<file path="src/rtl/cnn_pkg.sv">
// Shared constants, FSM encoding and elaboration-time helpers for the CNN datapath.
package cnn_pkg;

  localparam int PIX_DATA_W = 8;
  localparam int ACC_DATA_W = 32;
  localparam int BIAS_W     = 16;

  typedef enum logic [1:0] {
    ST_IDLE = 2'd0,
    ST_RUN  = 2'd1,
    ST_DONE = 2'd2
  } state_t;

  // Never returns less than 1 so it can size a vector directly.
  function automatic int clog2(input int value);
    int r;
    for (r = 0; (32'sd1 << r) < value; r++) begin
    end
    return (r < 1) ? 1 : r;
  endfunction

  function automatic int out_dim(input int img, input int k, input int s);
    return (img - k) / s + 1;
  endfunction

endpackage

</file>
<file path="src/rtl/conv_line_buffer.sv">
// KERNEL-1 circular row buffers feeding a KERNEL x KERNEL shift window.
module conv_line_buffer
  import cnn_pkg::*;
#(
  parameter int IMG_WIDTH = 64,
  parameter int KERNEL    = 3,
  parameter int PIX_W     = 8,
  parameter int COL_W     = clog2(IMG_WIDTH)
) (
  input  logic             clk,
  input  logic             rst,
  input  logic             clr,
  input  logic             en,
  input  logic [COL_W-1:0] col,
  input  logic [PIX_W-1:0] pixel,
  output logic [PIX_W-1:0] win [KERNEL][KERNEL]
);

  localparam int ROWS   = KERNEL - 1;
  localparam int SLOT_W = clog2(ROWS);

  logic [PIX_W-1:0]  rows_r    [ROWS][IMG_WIDTH];
  logic [PIX_W-1:0]  column_s  [KERNEL];
  logic [SLOT_W-1:0] rd_slot_s [ROWS];
  logic [SLOT_W-1:0] slot_r;

  // Slot slot_r holds the oldest buffered row; rows age upward modulo ROWS.
  always_comb begin
    int rs;
    rs = 0;
    for (int i = 0; i < ROWS; i++) begin
      rs = int'(slot_r) + i;
      if (rs >= ROWS) begin
        rs = rs - ROWS;
      end else begin
        rs = rs;
      end
      rd_slot_s[i] = SLOT_W'(rs);
      column_s[i]  = rows_r[rd_slot_s[i]][col];
    end
    column_s[KERNEL-1] = pixel;
  end

  // Row storage: the incoming pixel replaces the oldest row's entry at this column.
  always_ff @(posedge clk) begin
    if (en) begin
      rows_r[slot_r][col] <= pixel;
    end
  end

  // Window shifts left by one column per accepted pixel.
  always_ff @(posedge clk) begin
    if (en) begin
      for (int ky = 0; ky < KERNEL; ky++) begin
        for (int kx = 0; kx < KERNEL - 1; kx++) begin
          win[ky][kx] <= win[ky][kx+1];
        end
        win[ky][KERNEL-1] <= column_s[ky];
      end
    end
  end

  // Oldest-row pointer advances at the end of every image row.
  always_ff @(posedge clk or negedge rst) begin
    if (!rst) begin
      slot_r <= '0;
    end else if (clr) begin
      slot_r <= '0;
    end else if (en && (col == COL_W'(IMG_WIDTH - 1))) begin
      slot_r <= (slot_r == SLOT_W'(ROWS - 1)) ? '0 : slot_r + SLOT_W'(1);
    end
  end

endmodule

</file>
<file path="src/rtl/conv2d_stream_engine.sv">
// Streaming multi-channel 2D convolution: line-buffered window, MAC stage, bias/ReLU stage.
module conv2d_stream_engine
  import cnn_pkg::*;
#(
  parameter int IMG_HEIGHT = 64,
  parameter int IMG_WIDTH  = 64,
  parameter int KERNEL     = 3,
  parameter int CHANNELS   = 1,
  parameter int STRIDE     = 1,
  parameter int DATA_W     = PIX_DATA_W,
  parameter int ACC_W      = ACC_DATA_W
) (
  input  logic                                       clk,
  input  logic                                       rst,
  input  logic                                       start,
  input  logic                                       relu_en,
  input  logic [BIAS_W-1:0]                          bias,
  input  logic                                       w_valid,
  input  logic [clog2(KERNEL*KERNEL*CHANNELS)-1:0]   w_addr,
  input  logic [DATA_W-1:0]                          w_data,
  input  logic                                       in_valid,
  output logic                                       in_ready,
  input  logic [CHANNELS*DATA_W-1:0]                 in_pixel,
  output logic                                       out_valid,
  input  logic                                       out_ready,
  output logic [ACC_W-1:0]                           out_data,
  output logic                                       out_last,
  output logic                                       busy,
  output logic                                       done
);

  localparam int NW       = KERNEL * KERNEL * CHANNELS;
  localparam int AW       = clog2(NW);
  localparam int PIX_W    = CHANNELS * DATA_W;
  localparam int ROW_W    = clog2(IMG_HEIGHT);
  localparam int COL_W    = clog2(IMG_WIDTH);
  localparam int CNT_W    = clog2(IMG_HEIGHT * IMG_WIDTH + 1);
  localparam int PH_W     = clog2(STRIDE);
  localparam int PROD_W   = 2 * DATA_W + 1;
  localparam int OUT_H    = out_dim(IMG_HEIGHT, KERNEL, STRIDE);
  localparam int OUT_W    = out_dim(IMG_WIDTH, KERNEL, STRIDE);
  localparam int LAST_ROW = (OUT_H - 1) * STRIDE + KERNEL - 1;
  localparam int LAST_COL = (OUT_W - 1) * STRIDE + KERNEL - 1;

  state_t state_r, state_nxt;

  logic [ROW_W-1:0]         row_r;
  logic [COL_W-1:0]         col_r;
  logic [PH_W-1:0]          row_ph_r, col_ph_r;
  logic [CNT_W-1:0]         pix_cnt_r;
  logic signed [BIAS_W-1:0] bias_r;
  logic                     relu_r;
  logic signed [DATA_W-1:0] w_mem [NW];
  logic [PIX_W-1:0]         win_s [KERNEL][KERNEL];

  logic                     win_vld_r, win_last_r;
  logic                     s1_vld_r, s1_last_r;
  logic signed [ACC_W-1:0]  s1_sum_r;
  logic                     out_valid_r, out_last_r;
  logic [ACC_W-1:0]         out_data_r;
  logic                     busy_r, done_r;

  logic                     frame_start_s, stall_s, accept_s, complete_s, is_last_s, we_s;
  logic [DATA_W-1:0]        px_s;
  logic signed [PROD_W-1:0] prod_s;
  logic signed [ACC_W-1:0]  sum_s, biased_s, result_s;

  assign frame_start_s = (state_r == ST_IDLE) && start;
  assign stall_s       = out_valid_r && !out_ready;
  assign in_ready      = (state_r == ST_RUN) && (pix_cnt_r < CNT_W'(IMG_HEIGHT * IMG_WIDTH)) && !stall_s;
  assign accept_s      = in_valid && in_ready;
  assign complete_s    = (row_r >= ROW_W'(KERNEL - 1)) && (col_r >= COL_W'(KERNEL - 1)) &&
                         (row_ph_r == '0) && (col_ph_r == '0);
  assign is_last_s     = (row_r == ROW_W'(LAST_ROW)) && (col_r == COL_W'(LAST_COL));
  assign we_s          = w_valid && (state_r != ST_RUN) && ({1'b0, w_addr} < (AW+1)'(NW));

  assign out_valid = out_valid_r;
  assign out_data  = out_data_r;
  assign out_last  = out_last_r;
  assign busy      = busy_r;
  assign done      = done_r;

  // State register plus registered status flags derived from the next state.
  always_ff @(posedge clk or negedge rst) begin
    if (!rst) begin
      state_r <= ST_IDLE;
      busy_r  <= 1'b0;
      done_r  <= 1'b0;
    end else begin
      state_r <= state_nxt;
      busy_r  <= (state_nxt == ST_RUN);
      done_r  <= (state_nxt == ST_DONE);
    end
  end

  // Next-state logic.
  always_comb begin
    state_nxt = state_r;
    case (state_r)
      ST_IDLE: state_nxt = start ? ST_RUN : ST_IDLE;
      ST_RUN:  state_nxt = (out_valid_r && out_ready && out_last_r) ? ST_DONE : ST_RUN;
      ST_DONE: state_nxt = ST_IDLE;
      default: state_nxt = ST_IDLE;
    endcase
  end

  // Weight RAM keeps its contents across reset.
  always_ff @(posedge clk) begin
    if (we_s) begin
      w_mem[w_addr] <= $signed(w_data);
    end
  end

  // Frame configuration captured at start.
  always_ff @(posedge clk or negedge rst) begin
    if (!rst) begin
      bias_r <= '0;
      relu_r <= 1'b0;
    end else if (frame_start_s) begin
      bias_r <= $signed(bias);
      relu_r <= relu_en;
    end
  end

  // Raster position and stride phase; a phase of zero marks a window-aligned row/column.
  always_ff @(posedge clk or negedge rst) begin
    if (!rst) begin
      row_r     <= '0;
      col_r     <= '0;
      row_ph_r  <= '0;
      col_ph_r  <= '0;
      pix_cnt_r <= '0;
    end else if (frame_start_s) begin
      row_r     <= '0;
      col_r     <= '0;
      row_ph_r  <= '0;
      col_ph_r  <= '0;
      pix_cnt_r <= '0;
    end else if (accept_s) begin
      pix_cnt_r <= pix_cnt_r + CNT_W'(1);
      if (col_r == COL_W'(IMG_WIDTH - 1)) begin
        col_r    <= '0;
        col_ph_r <= '0;
        row_r    <= row_r + ROW_W'(1);
        if (row_r >= ROW_W'(KERNEL - 1)) begin
          row_ph_r <= (row_ph_r == PH_W'(STRIDE - 1)) ? '0 : row_ph_r + PH_W'(1);
        end
      end else begin
        col_r <= col_r + COL_W'(1);
        if (col_r >= COL_W'(KERNEL - 1)) begin
          col_ph_r <= (col_ph_r == PH_W'(STRIDE - 1)) ? '0 : col_ph_r + PH_W'(1);
        end
      end
    end
  end

  conv_line_buffer #(
    .IMG_WIDTH (IMG_WIDTH),
    .KERNEL    (KERNEL),
    .PIX_W     (PIX_W),
    .COL_W     (COL_W)
  ) u_line_buffer (
    .clk   (clk),
    .rst   (rst),
    .clr   (frame_start_s),
    .en    (accept_s),
    .col   (col_r),
    .pixel (in_pixel),
    .win   (win_s)
  );

  // Multiply-accumulate over the window; pixels are unsigned, weights signed.
  always_comb begin
    sum_s  = '0;
    px_s   = '0;
    prod_s = '0;
    for (int ky = 0; ky < KERNEL; ky++) begin
      for (int kx = 0; kx < KERNEL; kx++) begin
        for (int c = 0; c < CHANNELS; c++) begin
          px_s   = win_s[ky][kx][c*DATA_W +: DATA_W];
          prod_s = PROD_W'($signed({1'b0, px_s})) * PROD_W'(w_mem[(ky*KERNEL+kx)*CHANNELS+c]);
          sum_s  = sum_s + ACC_W'(prod_s);
        end
      end
    end
  end

  // Bias and optional ReLU.
  always_comb begin
    biased_s = s1_sum_r + ACC_W'(bias_r);
    if (relu_r && biased_s[ACC_W-1]) begin
      result_s = '0;
    end else begin
      result_s = biased_s;
    end
  end

  // Three-slot pipeline (window, sum, output) that freezes as a whole while the output stalls.
  always_ff @(posedge clk or negedge rst) begin
    if (!rst) begin
      win_vld_r   <= 1'b0;
      win_last_r  <= 1'b0;
      s1_vld_r    <= 1'b0;
      s1_last_r   <= 1'b0;
      s1_sum_r    <= '0;
      out_valid_r <= 1'b0;
      out_last_r  <= 1'b0;
      out_data_r  <= '0;
    end else if (!stall_s) begin
      win_vld_r   <= accept_s && complete_s;
      win_last_r  <= accept_s && complete_s && is_last_s;
      s1_vld_r    <= win_vld_r;
      s1_last_r   <= win_last_r;
      out_valid_r <= s1_vld_r;
      out_last_r  <= s1_last_r;
      if (win_vld_r) begin
        s1_sum_r <= sum_s;
      end
      if (s1_vld_r) begin
        out_data_r <= result_s;
      end
    end
  end

endmodule
</file>
<file path="config.mk">
export PLATFORM = sky130hd
export DESIGN_NAME = conv2d_stream_engine
export DESIGN_NICKNAME = d
export VERILOG_FILES = /design/src/rtl/cnn_pkg.sv /design/src/rtl/conv_line_buffer.sv /design/src/rtl/conv2d_stream_engine.sv
export SDC_FILE = /design/constraint.sdc
export NUM_CORES = 2
export LEC_CHECK = 0
export CORE_UTILIZATION = 30
export DETAILED_ROUTE_END_ITERATION = 8
export DONT_BUFFER_PORTS = 1
export PLACE_DENSITY_LB_ADDON = 0.08
export SLEW_MARGIN = 20
export SYNTH_ARGS = -nofsm -noshare
export SYNTH_HDL_FRONTEND = slang
export SYNTH_SLANG_ARGS = --single-unit
</file>
<file path="constraint.sdc">
create_clock -name clk -period 20.8 [get_ports clk]
set_input_delay 2.08 -clock clk [delete_from_list [all_inputs] [get_ports clk]]
set_output_delay 2.08 -clock clk [all_outputs]
set_load 0.01 [all_outputs]
</file>
# Word level (Yosys, flattened, before mapping)
# Memories as Yosys holds them, arrays and structs flattened.
# Cells that the tools add are included.
[word_totals]
register_bits = 191
out_inout_bits = 37
mem_count = 2
mem_bits_rw = 1096
word_cells = 145
inputBits = 43
[memory_table]
columns = ["name", "words", "width", "read_ports", "rd_ports_with_merged_regs", "write_ports", "line_no", "text"]
rows = [
  ["u_line_buffer.rows_r", 2, 512, 2, 0, 1, "conv_line_buffer.sv:22", "logic [PIX_W-1:0] rows_r [ROWS][IMG_WIDTH];"],
  ["w_mem", 9, 8, 9, 0, 1, "conv2d_stream_engine.sv:53", "logic signed [DATA_W-1:0] w_mem [NW];"],
]
[op_classes]
order_cmp = 8
mux = 39
reduce_logical = 31
n_addsub = 18
n_eq_ne = 6
bitwise = 4
mul = 9
[ops]
columns = ["cell", "n"]
rows = [
  ["512-bit two-way mux", 1],
  ["9-bit by 8-bit multiplier with 17-bit output", 9],
  ["8-bit binary-select mux with 6-bit select", 2],
  ["8-bit demux with 6-bit select", 1],
  ["8-bit two-way mux", 5],
  ["6-bit two-way mux", 6],
  ["32-bit by 16-bit adder with 32-bit output", 1],
  ["32-bit two-way mux", 1],
  ["13-bit two-way mux", 2],
  ["24-bit by 17-bit adder with 25-bit output", 1],
  ["23-bit by 17-bit adder with 24-bit output", 1],
  ["22-bit by 17-bit adder with 23-bit output", 1],
  ["21-bit by 17-bit adder with 22-bit output", 1],
  ["20-bit by 17-bit adder with 21-bit output", 1],
  ["19-bit by 17-bit adder with 20-bit output", 1],
  ["18-bit by 17-bit adder with 19-bit output", 1],
  ["1-bit two-way mux", 19],
  ["17-bit by 17-bit adder with 18-bit output", 1],
  ["1-bit logical AND", 18],
  ["13-bit by 1-bit adder with 13-bit output, second input constant", 1],
  ["13-bit < comparator, second input constant", 1],
  ["6-bit by 1-bit adder with 6-bit output, second input constant", 2],
  ["6-bit == test, second input constant", 2],
  ["6-bit by 2-bit greater-or-equal comparator with 1-bit output, second input constant", 2],
  ["21 further kinds", 34],
]

# Longest topological paths before layout
# An unclocked memory read counts as a cell.
[logic_depth]
depth_word = 10
mapped_depth = 29
ltp_nobuf = 29

# By module
# Synthesis repeated with hierarchy kept, for this count alone.
[unflattened]
cells_unflattened = 5562
area_unflattened_um2 = 78003.6
[by_module_without_submodules]
columns = ["module", "cells_per_inst", "seq_area_each_um2", "area_per_inst_um2", "instances"]
rows = [
  ["conv_line_buffer", 2654, 32936.6, 48330.1, 1],
  ["conv2d_stream_engine", 2908, 4889.7, 29673.5, 1],
]

# Worst setup path after synthesis
# OpenSTA, ideal clock, no wires.
[synth_timing]
path_type = "register -> register"
start = "register u_line_buffer.win[35] (netlist name)"
end = "register s1_sum_r[23]"
arrival_ns = 7.892
path_slack_ns = 12.839
path_stages_with_launch = 27
required_time_ns = 20.731
path_buffers = 0
path_cell_list = "edfxtp_1 -> and2_1 -> fa_1 -> inv_1 -> fa_1 -> inv_1 -> fa_1 -> inv_1 -> fa_1 -> inv_1 -> fa_1 -> inv_1 -> fa_1 -> fa_1 -> fa_1 -> fa_1 -> inv_1 -> fa_1 -> ha_1 -> nor2b_1 -> o31a_1 -> o31ai_2 -> a31oi_1 -> a311oi_2 -> o21ai_1 -> or4_1 -> nand3_1"
[synth_via]
elab_chain_len = 6
[synth_rtl]
columns = ["item", "line_no", "text"]
rows = [
  ["from (decl)", "conv_line_buffer.sv:16", "output logic [PIX_W-1:0] win [KERNEL][KERNEL]"],
  ["from (signal, indexed assignment)", "conv_line_buffer.sv:56", "win[ky][kx] <= win[ky][kx+1];"],
  ["from (signal, indexed assignment)", "conv_line_buffer.sv:58", "win[ky][KERNEL-1] <= column_s[ky];"],
  ["9-bit by 8-bit multiplier with 17-bit output", "conv2d_stream_engine.sv:181", "prod_s = PROD_W'($signed({1'b0, px_s})) * PROD_W'(w_mem[(ky*KERNEL+kx)*CHANNELS+c]);"],
  ["20-bit by 17-bit adder with 21-bit output", "conv2d_stream_engine.sv:182", "sum_s = sum_s + ACC_W'(prod_s);"],
  ["21-bit by 17-bit adder with 22-bit output", "conv2d_stream_engine.sv:182", ""],
  ["22-bit by 17-bit adder with 23-bit output", "conv2d_stream_engine.sv:182", ""],
  ["23-bit by 17-bit adder with 24-bit output", "conv2d_stream_engine.sv:182", ""],
  ["24-bit by 17-bit adder with 25-bit output", "conv2d_stream_engine.sv:182", ""],
  ["to (signal assigned)", "conv2d_stream_engine.sv:217", "s1_sum_r <= sum_s;"],
  ["to (decl)", "conv2d_stream_engine.sv:58", "logic signed [ACC_W-1:0] s1_sum_r;"],
]
# No other way between the ends.
# A chain may end at the register's enable or synchronous reset.

==> impl_metrics.ini <==
[synth]
synth_area_leaders = edfxtp_1 (44%), fa_1 (15%), mux4_2 (14%)
yosys.area.top_type_share_pct = 43.9
yosysWarnings = 0
syn_area_um2 = 79900
synth_cell_type_count = 73
avgSynthCellArea_um2 = 14.6
synth_edf_count = 1168
synth_seq_cells = 1278
ys_seq_area_share_pct = 47.3
synth.net_count = 6438
synthCells = 5484
synth-async-reset-ratio_pct = 8.61
synth_area_leader_cell = edfxtp_1
synthFlopType = edfxtp_1

[worst_hold_path]
worstHoldStart = s1_last_r$_DFFE_PN0N_
holdPathStages = 2
min_to = s1_last_r$_DFFE_PN0N_
hold_path_class = register to register

[routing]
ant_nets = 0
drt-initial-drc-count = 3365
first_pass_iters = 7
wl_per_cell_um = 28.5
avgViaCountPerCell = 4.98
drt_wl_total_um = 263000
dr_total_vias = 45800
drcViolationCount = 40

[setup_path]
cp.buffers_inverters = 7
cp_max_fo = 7
slowest_delay_ps = 600
rr_startpoint = w_mem[5][7]$_DFFE_PP_
cp.required_ps = 21550
r2r-end = s1_sum_r[23]$_DFFE_PN0P_
critPathKind = register to register
cp_slowest_cell = fa_1
critPathLaunchType = register
worstPathArrival_ps = 9640
path_delay_family = adder cells
cp-end-kind = register
crit_top_cell = fa_1
ff2ff_path_depth = 27
r2r_setup_slack_ps = 11910

[timing]
fmax_ghz = 0.113
final-hold-violation-count = 0
relSlewSlack_pct = 18.8
worstMarginPinSlew_ps = 1210
finClkSkew_ps = 56.9
rsz0062_at_grt = false
fin_crit_ps = 8890
setup_violations = 0
finalCritPeriodShare_pct = 42.7
maxSlewViolCount = 0
tns_ps = 0

[placed_design]
dpl.hpwl_um = 188000
port_buffers = 0
gp_congestion = 0.808

[floorplanning]
core-area_um2 = 265000
num_rows = 189
die_x_um = 518
die_h_um = 518
dieArea_um2 = 268000
start_util_pct = 30.1
ios = 80

[status]
violations = design-rule violations
status = finished, violations left

[layout]
multi_input_area_um2 = 38100
register_area_um2 = 37800
final_core_util_pct = 33.7
area_delta_synth_final_pct = 12.0
drive_gt1_share_pct = 16.2
fillCellCount = 25800
nNetsFinal = 6485

[cts]
clock_latency_ps = 840
cts-root-buf = clkbuf_16
clk_path_buf_depth = 3
postCtsHoldBufs = 0
cts_inserted_buffers = 161
clock_sinks = 1278
cts_tree = yes
path_clk_slew_ps = 60
cts-htree-levels = 4
cts_resized = 0
post_cts_buffers = 0

[global_routing]
grt_util_all_layers_pct = 19.7
grt-ovfl-total = 0
grt_max_degree = 130
grt_pass1_vias = 48800
antenna_found_initial = 16
grt_pass1_wl_um = 376000

[run]
cap_violations = 0
==> per-layer routing <==
metal	part of all wire, %	GRT usage (%)
met1	44	26.3
met2	50	34.1
met3	3.9	2.54
met4	2.0	4.24
met5	0	0
==> cell usage in the layout, fill, tap and decap left out, types with 11 or more instances in the layout <==
cell and count:
inv_1 754, o22ai_1 68, a221oi_1 13, dfrtp_1 103, buf_4 110, a31oi_1 15
a21oi_1 85, fa_1 579, o21ai_0 63, edfxtp_1 1168, nor2_2 22, xnor2_1 27
o221ai_1 16, clkinv_1 38, a21o_1 31, mux4_2 499, ha_1 332, mux2_2 31
nand3_1 31, xor2_1 20, bufinv_16 18, and2_1 345, a22o_1 31, o211ai_1 13
a211oi_1 36, nor2_1 218, nand2_1 340, mux2i_1 187, nor3_1 19, nand2b_1 42
o21ai_1 11, clkbuf_1 34, clkbuf_16 162, clkinv_2 24, nor2b_1 24
==> worst max-delay path by stage <==
stage	startpoint	endpoint	slack, ps	cells past startpoint
final	w_mem[5][7]$_DFFE_PP_	s1_sum_r[23]$_DFFE_PN0P_	11910	27
after global routing	w_mem[5][7]$_DFFE_PP_	s1_sum_r[18]$_DFFE_PN0P_	11500	27
after CTS	w_mem[5][7]$_DFFE_PP_	s1_sum_r[23]$_DFFE_PN0P_	11810	27
after detailed placement	w_mem[5][7]$_DFFE_PP_	s1_sum_r[23]$_DFFE_PN0P_	11890	27
after global placement	u_line_buffer.win[21]$_DFFE_PP_	s1_sum_r[23]$_DFFE_PN0P_	11910	26
after floorplan	u_line_buffer.win[35]$_DFFE_PP_	s1_sum_r[23]$_DFFE_PN0P_	12840	26
==> layout make-up <==
type                    instances  share of cell area (%)
diodes                         10                  0.0280
clock buffers                 198                    4.70
clock inverters                98                    1.28
inverters                     758                    3.18
multi-input cells            3219                    42.6
flip-flops and latches       1278                    42.3
well taps                    3533                    4.94
repair buffers                113                   0.990
==> cells in the mapped netlist (11+ instances only) <==
cell / n
buf_1: 15
xnor2_1: 27
clkbuf_1: 84
and2_1: 346
mux4_2: 499
mux2_2: 31
nor2_1: 240
edfxtp_1: 1168
a21oi_1: 85
nand3_1: 32
buf_2: 73
a31oi_1: 15
fa_1: 579
nand2_1: 341
buf_4: 39
ha_1: 332
o21ai_0: 63
dfrtp_1: 110
a211oi_1: 36
o211ai_1: 13
nor2b_1: 26
a21o_1: 31
buf_6: 18
nor3_1: 19
inv_1: 754
o221ai_1: 16
nand2b_1: 42
o21ai_1: 11
mux2i_1: 187
a22o_1: 31
o22ai_1: 68
a221oi_1: 13
xor2_1: 20
==> worst min-delay path, stage by stage (launching register included) <==
cell and delay [ps]:
dfrtp_1 350, nand2_1 60, nand2_1 50
==> metrics by stage <==
| stage | hold slack [ps] | instances | instance area, um^2 | worst slack [ps] |
|---|---|---|---|---|
| floorplan | 439 | 5484 | 79900 | 12840 |
| global placement | 460 | 8901 | 84000 | 11910 |
| detailed placement | 468 | 8901 | 84100 | 11890 |
| CTS | 482 | 9197 | 89400 | 11810 |
| global route | 501 | 9198 | 89400 | 11500 |
| finish | 483 | 9207 | 89500 | 11910 |
==> state kept, by name, summed over array words and instances, names as in the netlist, 13 cells and up <==
name and count:
pix_cnt_r 13, out_data 32, w_mem 72, u_line_buffer.rows_r 1024, s1_sum_r 25, u_line_buffer.win 72, bias_r 16
==> logic make-up after synthesis <==
logic type / after synthesis / synth area share [%]
buffers and inverters: 987 / 5.10
AOI/OAI and AO/OA: 453 / 3.82
xor gates and xnor gates: 47 / 0.515
muxes: 717 / 16.8
DFF: 1278 / 47.3
and+or+nand+nor: 1091 / 6.66
adders and majority gates: 911 / 19.7
Power is left out: the tool's default activity adds up to more than one toggle a clock period on the data nets, which glitch-free logic cannot reach.
